==> config.mk <==
export PLATFORM = sky130hd
export DESIGN_NAME = dac_interp_feeder_flat
export DESIGN_NICKNAME = d
export VERILOG_FILES = /design/src/rtl/dac_pkg.sv /design/src/rtl/dac_interp_feeder_if.sv /design/src/rtl/dac_skid1.sv /design/src/rtl/dac_interp_feeder.sv /design/src/flat_wrapper.sv
export SDC_FILE = /design/constraint.sdc
export NUM_CORES = 1
export LEC_CHECK = 0
export BUFFER_PORTS_ARGS = -buffer_cell sky130_fd_sc_hd__buf_2
export CORE_UTILIZATION = 60
export CTS_CLUSTER_DIAMETER = 120
export DETAILED_ROUTE_END_ITERATION = 10
export PLACE_DENSITY = 0.88
export SLEW_MARGIN = 20
export SYNTH_ARGS = -nofsm -noshare
export SYNTH_HDL_FRONTEND = slang
export SYNTH_SLANG_ARGS = --single-unit
export TNS_END_PERCENT = 1
==> constraint.sdc <==
create_clock -name clk_i -period 6.05 [get_ports clk_i]
set_input_delay 0.3025 -clock clk_i [delete_from_list [all_inputs] [get_ports clk_i]]
set_output_delay 0.3025 -clock clk_i [all_outputs]
set_load 0.05 [all_outputs]
==> src/rtl/dac_pkg.sv <==
`default_nettype none
// ============================================================================
//  Module   : dac_pkg
//  Brief    : Shared defaults and state encoding for the DAC feeder path.
//  Revision : 1.0
// ============================================================================
package dac_pkg;

    localparam int DAC_BW       = 14;
    localparam int DAC_OSR_LOG2 = 6;
    localparam int ST_W         = 2;

    typedef enum logic [ST_W-1:0] {
        ST_IDLE   = 2'd0,
        ST_RUN    = 2'd1,
        ST_STARVE = 2'd2
    } state_t;

endpackage
`default_nettype wire

==> src/rtl/dac_interp_feeder_if.sv <==
`default_nettype none
// ============================================================================
//  Module   : dac_interp_feeder_if
//  Brief    : PCM sample valid/ready stream into the interpolating feeder.
//  Revision : 1.0
// ============================================================================
interface dac_interp_feeder_if
    import dac_pkg::*;
#(
    parameter int BW = DAC_BW
);

    logic [BW-1:0] s_data_i;
    logic          s_valid_i;
    logic          s_ready_o;

    modport master (
        output s_data_i,
        output s_valid_i,
        input  s_ready_o
    );

    modport slave (
        input  s_data_i,
        input  s_valid_i,
        output s_ready_o
    );

endinterface
`default_nettype wire

==> src/rtl/dac_skid1.sv <==
`default_nettype none
// ============================================================================
//  Module   : dac_skid1
//  Brief    : One-entry sample holding register; ready is the registered empty flag.
//  Revision : 1.0
// ============================================================================
module dac_skid1
    import dac_pkg::*;
#(
    parameter int BW = DAC_BW
) (
    input  wire logic              clk_i,
    input  wire logic              rst_ni,
    dac_interp_feeder_if.slave     s,
    input  wire logic              i_consume,
    output logic        [BW-1:0]   o_nxt_data,
    output logic                   o_nxt_vld
);

    logic [BW-1:0] r_nxt;
    logic          r_nxt_vld;
    logic          w_xfer;

    // Ready never depends on valid in the same cycle; a consume and a
    // transfer cannot coincide because ready is low while the entry is full.
    assign s.s_ready_o = ~r_nxt_vld;
    assign w_xfer      = s.s_valid_i & ~r_nxt_vld;

    always_ff @(posedge clk_i or negedge rst_ni) begin
        if (!rst_ni) begin
            r_nxt     <= '0;
            r_nxt_vld <= 1'b0;
        end else if (w_xfer) begin
            r_nxt     <= s.s_data_i;
            r_nxt_vld <= 1'b1;
        end else if (i_consume) begin
            r_nxt_vld <= 1'b0;
        end
    end

    assign o_nxt_data = r_nxt;
    assign o_nxt_vld  = r_nxt_vld;

endmodule
`default_nettype wire

==> src/rtl/dac_interp_feeder.sv <==
`default_nettype none
// ============================================================================
//  Module   : dac_interp_feeder
//  Brief    : Linear-interpolating PCM feeder for the delta-sigma modulator input.
//  Revision : 1.0
// ============================================================================
module dac_interp_feeder
    import dac_pkg::*;
#(
    parameter int BW       = DAC_BW,
    parameter int OSR_LOG2 = DAC_OSR_LOG2
) (
    input  wire logic                 clk_i,
    input  wire logic                 rst_ni,
    dac_interp_feeder_if.slave        s,
    output logic signed [BW-1:0]      dac_o,
    output logic                      active_o,
    output logic                      underrun_o
);

    localparam int SW = BW + 1;
    localparam int AW = BW + OSR_LOG2 + 1;

    state_t                    r_state,    w_state_nxt;
    logic signed [BW-1:0]      r_tgt,      w_tgt_nxt;
    logic signed [SW-1:0]      r_step,     w_step_nxt;
    logic signed [AW-1:0]      r_acc,      w_acc_nxt;
    logic        [OSR_LOG2-1:0] r_phase,   w_phase_nxt;
    logic signed [BW-1:0]      r_dac,      w_dac_nxt;
    logic                      r_underrun, w_underrun_nxt;

    logic signed [BW-1:0]      w_nxt_data;
    logic                      w_nxt_vld;
    logic                      w_consume;
    logic signed [BW-1:0]      w_start;
    logic signed [SW-1:0]      w_step_load;
    logic signed [AW-1:0]      w_acc_sum;
    logic                      w_seg_end;

    dac_skid1 #(
        .BW (BW)
    ) u_skid (
        .clk_i      (clk_i),
        .rst_ni     (rst_ni),
        .s          (s),
        .i_consume  (w_consume),
        .o_nxt_data (w_nxt_data),
        .o_nxt_vld  (w_nxt_vld)
    );

    // A new segment starts from 0 out of IDLE, otherwise from the previous target.
    // The BW+1-bit difference covers a full-scale swing without wrapping.
    assign w_start     = (r_state == ST_IDLE) ? '0 : r_tgt;
    assign w_step_load = {w_nxt_data[BW-1], w_nxt_data} - {w_start[BW-1], w_start};
    assign w_acc_sum   = r_acc + {{OSR_LOG2{r_step[SW-1]}}, r_step};
    assign w_seg_end   = &r_phase;

    always_ff @(posedge clk_i or negedge rst_ni) begin
        if (!rst_ni) begin
            r_state    <= ST_IDLE;
            r_tgt      <= '0;
            r_step     <= '0;
            r_acc      <= '0;
            r_phase    <= '0;
            r_dac      <= '0;
            r_underrun <= 1'b0;
        end else begin
            r_state    <= w_state_nxt;
            r_tgt      <= w_tgt_nxt;
            r_step     <= w_step_nxt;
            r_acc      <= w_acc_nxt;
            r_phase    <= w_phase_nxt;
            r_dac      <= w_dac_nxt;
            r_underrun <= w_underrun_nxt;
        end
    end

    always_comb begin
        w_state_nxt    = r_state;
        w_tgt_nxt      = r_tgt;
        w_step_nxt     = r_step;
        w_acc_nxt      = r_acc;
        w_phase_nxt    = r_phase;
        w_dac_nxt      = r_dac;
        w_underrun_nxt = 1'b0;
        w_consume      = 1'b0;

        case (r_state)
            ST_IDLE: begin
                w_dac_nxt = '0;
                if (w_nxt_vld) begin
                    w_tgt_nxt   = w_nxt_data;
                    w_step_nxt  = w_step_load;
                    w_acc_nxt   = '0;
                    w_phase_nxt = '0;
                    w_consume   = 1'b1;
                    w_state_nxt = ST_RUN;
                end
            end

            ST_RUN: begin
                // acc lands exactly on tgt<<OSR_LOG2 at the last step, so the
                // next segment continues from it with no drift.
                w_acc_nxt   = w_acc_sum;
                w_phase_nxt = r_phase + OSR_LOG2'(1);
                w_dac_nxt   = w_acc_sum[BW+OSR_LOG2-1:OSR_LOG2];
                if (w_seg_end) begin
                    if (w_nxt_vld) begin
                        w_tgt_nxt   = w_nxt_data;
                        w_step_nxt  = w_step_load;
                        w_phase_nxt = '0;
                        w_consume   = 1'b1;
                    end else begin
                        w_state_nxt    = ST_STARVE;
                        w_underrun_nxt = 1'b1;
                    end
                end
            end

            ST_STARVE: begin
                if (w_nxt_vld) begin
                    w_tgt_nxt   = w_nxt_data;
                    w_step_nxt  = w_step_load;
                    w_phase_nxt = '0;
                    w_consume   = 1'b1;
                    w_state_nxt = ST_RUN;
                end
            end

            default: begin
                w_state_nxt = ST_IDLE;
            end
        endcase
    end

    assign dac_o      = r_dac;
    assign active_o   = (r_state == ST_RUN);
    assign underrun_o = r_underrun;

endmodule
`default_nettype wire

==> src/flat_wrapper.sv <==
// flat-port wrapper written by rule: the top's interface ports become plain ports
module dac_interp_feeder_flat import dac_pkg::*;
#(
    parameter int BW       = DAC_BW,
    parameter int OSR_LOG2 = DAC_OSR_LOG2
)
  (clk_i, rst_ni, dac_o, active_o, underrun_o, s_s_data_i, s_s_valid_i, s_s_ready_o);
  dac_interp_feeder_if #(.BW(BW)) s_i ();
  input  wire logic clk_i;
  input  wire logic rst_ni;
  output logic signed [BW-1:0] dac_o;
  output logic active_o;
  output logic underrun_o;
  input wire logic [$bits(s_i.s_data_i)-1:0] s_s_data_i;
  input wire logic [$bits(s_i.s_valid_i)-1:0] s_s_valid_i;
  output wire logic [$bits(s_i.s_ready_o)-1:0] s_s_ready_o;
  assign s_i.s_data_i = s_s_data_i;
  assign s_i.s_valid_i = s_s_valid_i;
  assign s_s_ready_o = s_i.s_ready_o;
  dac_interp_feeder #(.BW(BW), .OSR_LOG2(OSR_LOG2)) u_core (.clk_i(clk_i), .rst_ni(rst_ni), .s(s_i), .dac_o(dac_o), .active_o(active_o), .underrun_o(underrun_o));
endmodule
Yosys cells after proc, flatten, opt, wreduce, memory -nomap -nowiden
Cells that the tools add are included.
W data, S select, Z words.

cells by class
  add/sub/neg operators = 3
  eq/ne operators = 6
  muxes and demuxes = 26
  bitwise operators = 2
  reduce and logical (&&, ||, !) cells = 10

operators with widths
  cell                   number
  $pmux W14 S2           2
  $mux W14               3
  $pmux W21 S2           1
  $mux W15               2
  $pmux W15 S2           1
  $add A21 B21 Y21       1
  $mux W21               1
  $mux W6                3
  $sub A14 B14 Y15       1
  $pmux W6 S2            1
  $mux W1                7
  $add A6 B1 Y6 const B  1
  $mux W2                3
  $reduce_and A2 Y1      3
  $reduce_and A6 Y1      1
  $reduce_bool A2 Y1     3
  $ne A2 B1 Y1 const B   2
  $ne A2 B2 Y1 const B   2
  $pmux W2 S2            1
  $reduce_and A3 Y1      1
  $eq A2 B1 Y1 const B   1
  $eq A2 B2 Y1 const B   1
  $logic_not A2 Y1       1
  $pmux W1 S2            1
  other kinds (3)        3

word-level totals
  bits in registers = 88
  input bits = 17
  output and inout port bits = 17

Depth between registers and ports, before layout
  depth after elaboration = 6
  gate-level depth with buffers = 13

Hierarchy
A second synthesis with hierarchy kept.

second synthesis, totals
  cells, all modules = 542
  area total of the unflattened synthesis = 5170.0 µm²

modules (own cells, without submodules)
  module             times used  cells each  area each (µm²)
  dac_interp_feeder  1           508         4554.4
  dac_skid1          1           34          615.6

Worst setup path before layout
OpenSTA, ideal clock, no wires.

  kind = register to register
  start point = register u_core.r_state[1]
  end point = register u_core.r_step[10]
  library setup time = 0.135 ns
  data arrival time = 2.688 ns
  data required time = 5.915 ns
  setup slack = 3.226 ns
  cell stages (with the launch flop) = 13
  buffers on the path = 3
  period minus slack after synthesis = 2.824 ns
  path through = dfrtp_1 > clkbuf_1 > or2_2 > clkbuf_1 > clkbuf_1 > nand2_1 > fa_1 > a211oi_1 > o211ai_1 > a31o_2 > a21oi_1 > xor2_1 > o21ai_0

between the ends
  cells in the longest elaborated chain, start to end = 6

RTL lines
  element                 RTL line                                                                     text
  from (decl)             dac_interp_feeder.sv:24                                                      state_t r_state, w_state_nxt;
  from (signal assigned)  dac_interp_feeder.sv:68                                                      r_state <= w_state_nxt;
  $logic_not A2 Y1        dac_interp_feeder.sv:53, dac_interp_feeder.sv:88
  $mux W14                dac_interp_feeder.sv:53                                                      assign w_start = (r_state == ST_IDLE) ? '0 : r_tgt;
  $sub A14 B14 Y15        dac_interp_feeder.sv:54                                                      assign w_step_load = {w_nxt_data[BW-1], w_nxt_data} - {w_start[BW-1], w_start};
  $mux W15                dac_interp_feeder.sv:91, dac_interp_feeder.sv:108, dac_interp_feeder.sv:121
  $mux W15                dac_interp_feeder.sv:107                                                     if (w_seg_end) begin
  $pmux W15 S2            dac_interp_feeder.sv:88                                                      case (r_state)
  to (signal assigned)    dac_interp_feeder.sv:70                                                      r_step <= w_step_nxt;
  to (decl)               dac_interp_feeder.sv:26                                                      logic signed [SW-1:0] r_step, w_step_nxt;

Parallel ways exist; a longest one is shown, timed or not. The select of a mux whose other input is x is not followed.
A chain may end at the register's enable or synchronous reset.

Worst setup path in the final report
Same ends and word-level chain as after synthesis.

==> results_dict.tcl <==
set metrics [dict create \
    layout_common_cells "dfrtp_1 (87), nand2_1 (75), ha_1 (34)" \
    drive_above_1_share_pct 16.3 \
    cp-start-kind "register" \
    clk_path_buf_depth 2 \
    drt-initial-drc-count 213 \
    fp.coreArea_sq_mm 0.00818 \
    grt_usage_pct 26.1 \
    max_freq_mhz 283 \
    clk_root_buffer_cell "clkbuf_8" \
    synthSimpleGateAreaFrac_pct 13.9 \
    nFillCells 623 \
    cts-htree-levels 3 \
    syn_nets 565 \
    die_w_microns 93.6 \
    vias 3982 \
    crit_type "reg2reg" \
    whs_ns -0.0331 \
    nets 587 \
    ys_seq_area_share_pct 43.3 \
    rrSetupSlack_ns 2.52 \
    synthAdderAreaFrac_pct 9.25 \
    worstSetupEndpointType "register" \
    hold_viol 26 \
    yosys_most_used_dff "dfrtp_1" \
    worstPathArrival_ns 3.74 \
    gp_congestion 0.908 \
    drt_wl_total_mm 10.6 \
    leakage_nw 2.52 \
    post-cts-setup-buffers 0 \
    post-route-min-period_ns 3.53 \
    place_inst 628 \
    syn_area_per_cell_sq_um 9.83 \
    wl_per_cell_microns 16.4 \
    grt-ovfl-total 0 \
    synth_area_sq_mm 0.00503 \
    design.die.area_sq_mm 0.00876 \
    syn_to_final_growth_pct 8.31 \
    peakVddDrop_v 0.000260 \
    synth_seq_cells 87 \
    drv_cap 0 \
    cts_tree "built" \
    cts-resized-gates 0 \
    yosysUniqueCellTypes 53 \
    clk_pin_slew_ns 0.09 \
    synth_warnings 0 \
    period_share_pct 58.4 \
    slew_viol_final 0 \
    initial_core_util_pct 61.5 \
    die_height_microns 93.6 \
    crit_fanout 27 \
    setup_viol 0 \
    antenna_found_initial 0 \
    path_cells "or2_2 > and2_1 > ha_1 > inv_1 > fa_1 > a211oi_1 > o211ai_1 > a31o_2 > a21oi_1 > xor2_1 > o21ai_0" \
    synth_top_family_by_area "compound AO/OA/AOI/OAI gates" \
    fin_skew_ns 0.0120 \
    slew-limit-headroom_pct 45.5 \
    ant_nets 0 \
    violations "hold timing" \
    dr.pass1.iters 5 \
    synth_cells 512 \
    num_antenna_cells 0 \
    rsz0062_at_grt "false" \
    port_buffers 33 \
    synth-compound-area-share_pct 19.6 \
    dpl.hpwl_mm 7.36 \
    status "finished, violations left" \
    ioPinCount 34 \
    grt_pass1_wl_mm 18.1 \
    final_common_cell "dfrtp_1" \
    cts_num_sinks 87 \
    async_flop_share_pct 100 \
    grt_max_degree 88 \
    critPathRequiredTime_ns 6.26 \
    clk_latency_ns 0.36 \
    hold_path.class "in2async" \
    cts_buffers 9 \
    synth_edf_count 0 \
    p_per_area_mw_per_mm2 520 \
    cts_hold_buf 0 \
    synthMuxAreaShare_pct 6.89 \
    worstRegToRegCells 11 \
    p_total_mw 2.83 \
    grt_pass1_vias 4005 \
    fin_setup_tns_ns 0 \
    drc 0 \
    slowest_delay_ns 0.88 \
    rows 33 \
    synth-xor-area-share_pct 3.95 \
    tightestPinTransition_ns 0.818 \
    avgViaCountPerCell 6.18 \
    final_cells 644 \
    critPathSlowestCell "dfrtp_1" \
]
-- report_power, final --
part           internal, mW  switching [mW]
Sequential            0.770           0.121
Clock                 0.204           0.216
Combinational         0.610           0.912
Total                  1.58            1.25
-- layout make-up --
type	count	area (sq um)	share of cell area, %
Multi-Input combinational cell	386	2700	49.5
Sequential cell	87	2180	40.0
Timing Repair Buffer	34	179	3.28
Clock buffer	10	138	2.53
Tap cell	105	131	2.41
Clock inverter	6	67.6	1.24
Inverter	16	60.1	1.10
-- sequential cells by signal, indices dropped and copies added (netlist names) --
signal and cells:
u_core.u_skid.o_nxt_vld 1, u_core.r_step 15, u_core.r_state 2, u_core.underrun_o 1
u_core.u_skid.o_nxt_data 14, u_core.r_phase 6, u_core.r_tgt 14, u_core.r_acc 20
u_core.dac_o 14
-- synth_stat cells (2+ instances only) --
cell      count  area [sq um]
a211o_1       3          26.3
a211oi_1      8          60.1
a211oi_2      2          25.0
a21boi_0      4          30.0
a21o_1       10          75.1
a21oi_1      32           160
a22o_1       14           123
a32o_1        2          20.0
and2_1        3          18.8
and3_1        4          25.0
buf_1         2          7.51
buf_2         8          40.0
clkbuf_1     12          45.0
dfrtp_1      87          2180
fa_1          2          40.0
ha_1         34           425
inv_1        16          60.1
mux2_2       29           327
mux2i_1       2          20.0
nand2_1      75           282
nand2b_1      9          56.3
nand3_1       8          40.0
nand4_1      10          62.6
nor2_1       17          63.8
nor2b_1       4          25.0
nor3_1        8          40.0
o211ai_1      7          52.6
o21a_1        3          22.5
o21ai_0      32           160
o21ai_1       6          30.0
o21bai_1      5          37.5
o31ai_1       9          67.6
or2_2         3          18.8
or3_1         5          31.3
xnor2_1      13           114
xor2_1        7          61.3
-- through the flow --
stage          worst slack [ns]  utilization [%]  area (sq um)  hold slack, ns
2_1_floorplan              3.23                -          5030         0.00691
3_3_place_gp               2.78             64.1          5240           0.463
3_5_place_dp               2.62             64.1          5240           0.462
4_1_cts                    2.55             66.6          5450           0.141
5_1_grt                    2.32             66.7          5450          0.0637
6_report                   2.52             66.7          5450         -0.0331
-- kinds of logic (layout without fill, tap and decap cells) --
group,Yosys count,after routing
xor+xnor,21,21
fa+ha+maj,36,36
flops,87,87
simple gates,150,150
mux,31,31
buf+inv,39,66
compound gates,148,148
-- critical path: cells and delay by family (launching register included) --
kind | cells | cell delay [ns]
buffers and inverters | 1 | 0.05
AO/OA/AOI/OAI | 5 | 1.12
AND/OR/NAND/NOR | 2 | 0.58
flip-flops | 1 | 0.88
XOR/XNOR | 1 | 0.16
adder cells (fa/ha/maj) | 2 | 0.56
-- metal layers --
metal / GRT usage (%) / part of all wire, % / vias up
li1: - / - / 1897
met1: 33.8 / 45 / 1936
met2: 44.2 / 49 / 127
met3: 3.58 / 4.1 / 22
met4: 10.1 / 2.0 / 0
met5: 0 / 0 / -
-- worst paths after layout --
kind,endpoint,from
setup / recovery,u_core.r_step[10]$_DFFE_PN0P_,u_core.r_state[1]$_DFFE_PN0P_
hold / removal,u_core.r_phase[2]$_DFFE_PN0P_,rst_ni
setup reg to reg,u_core.r_step[10]$_DFFE_PN0P_,u_core.r_state[1]$_DFFE_PN0P_
hold reg to reg,u_core.dac_o[0]$_DFFE_PN0P_,u_core.dac_o[0]$_DFFE_PN0P_
max in group asynchronous,u_core.u_skid.o_nxt_data[13]$_DFFE_PN0P_,rst_ni
min in group clk_i,u_core.u_skid.o_nxt_data[0]$_DFFE_PN0P_,s_s_data_i[0]
Power figures use the tool's default switching activity.
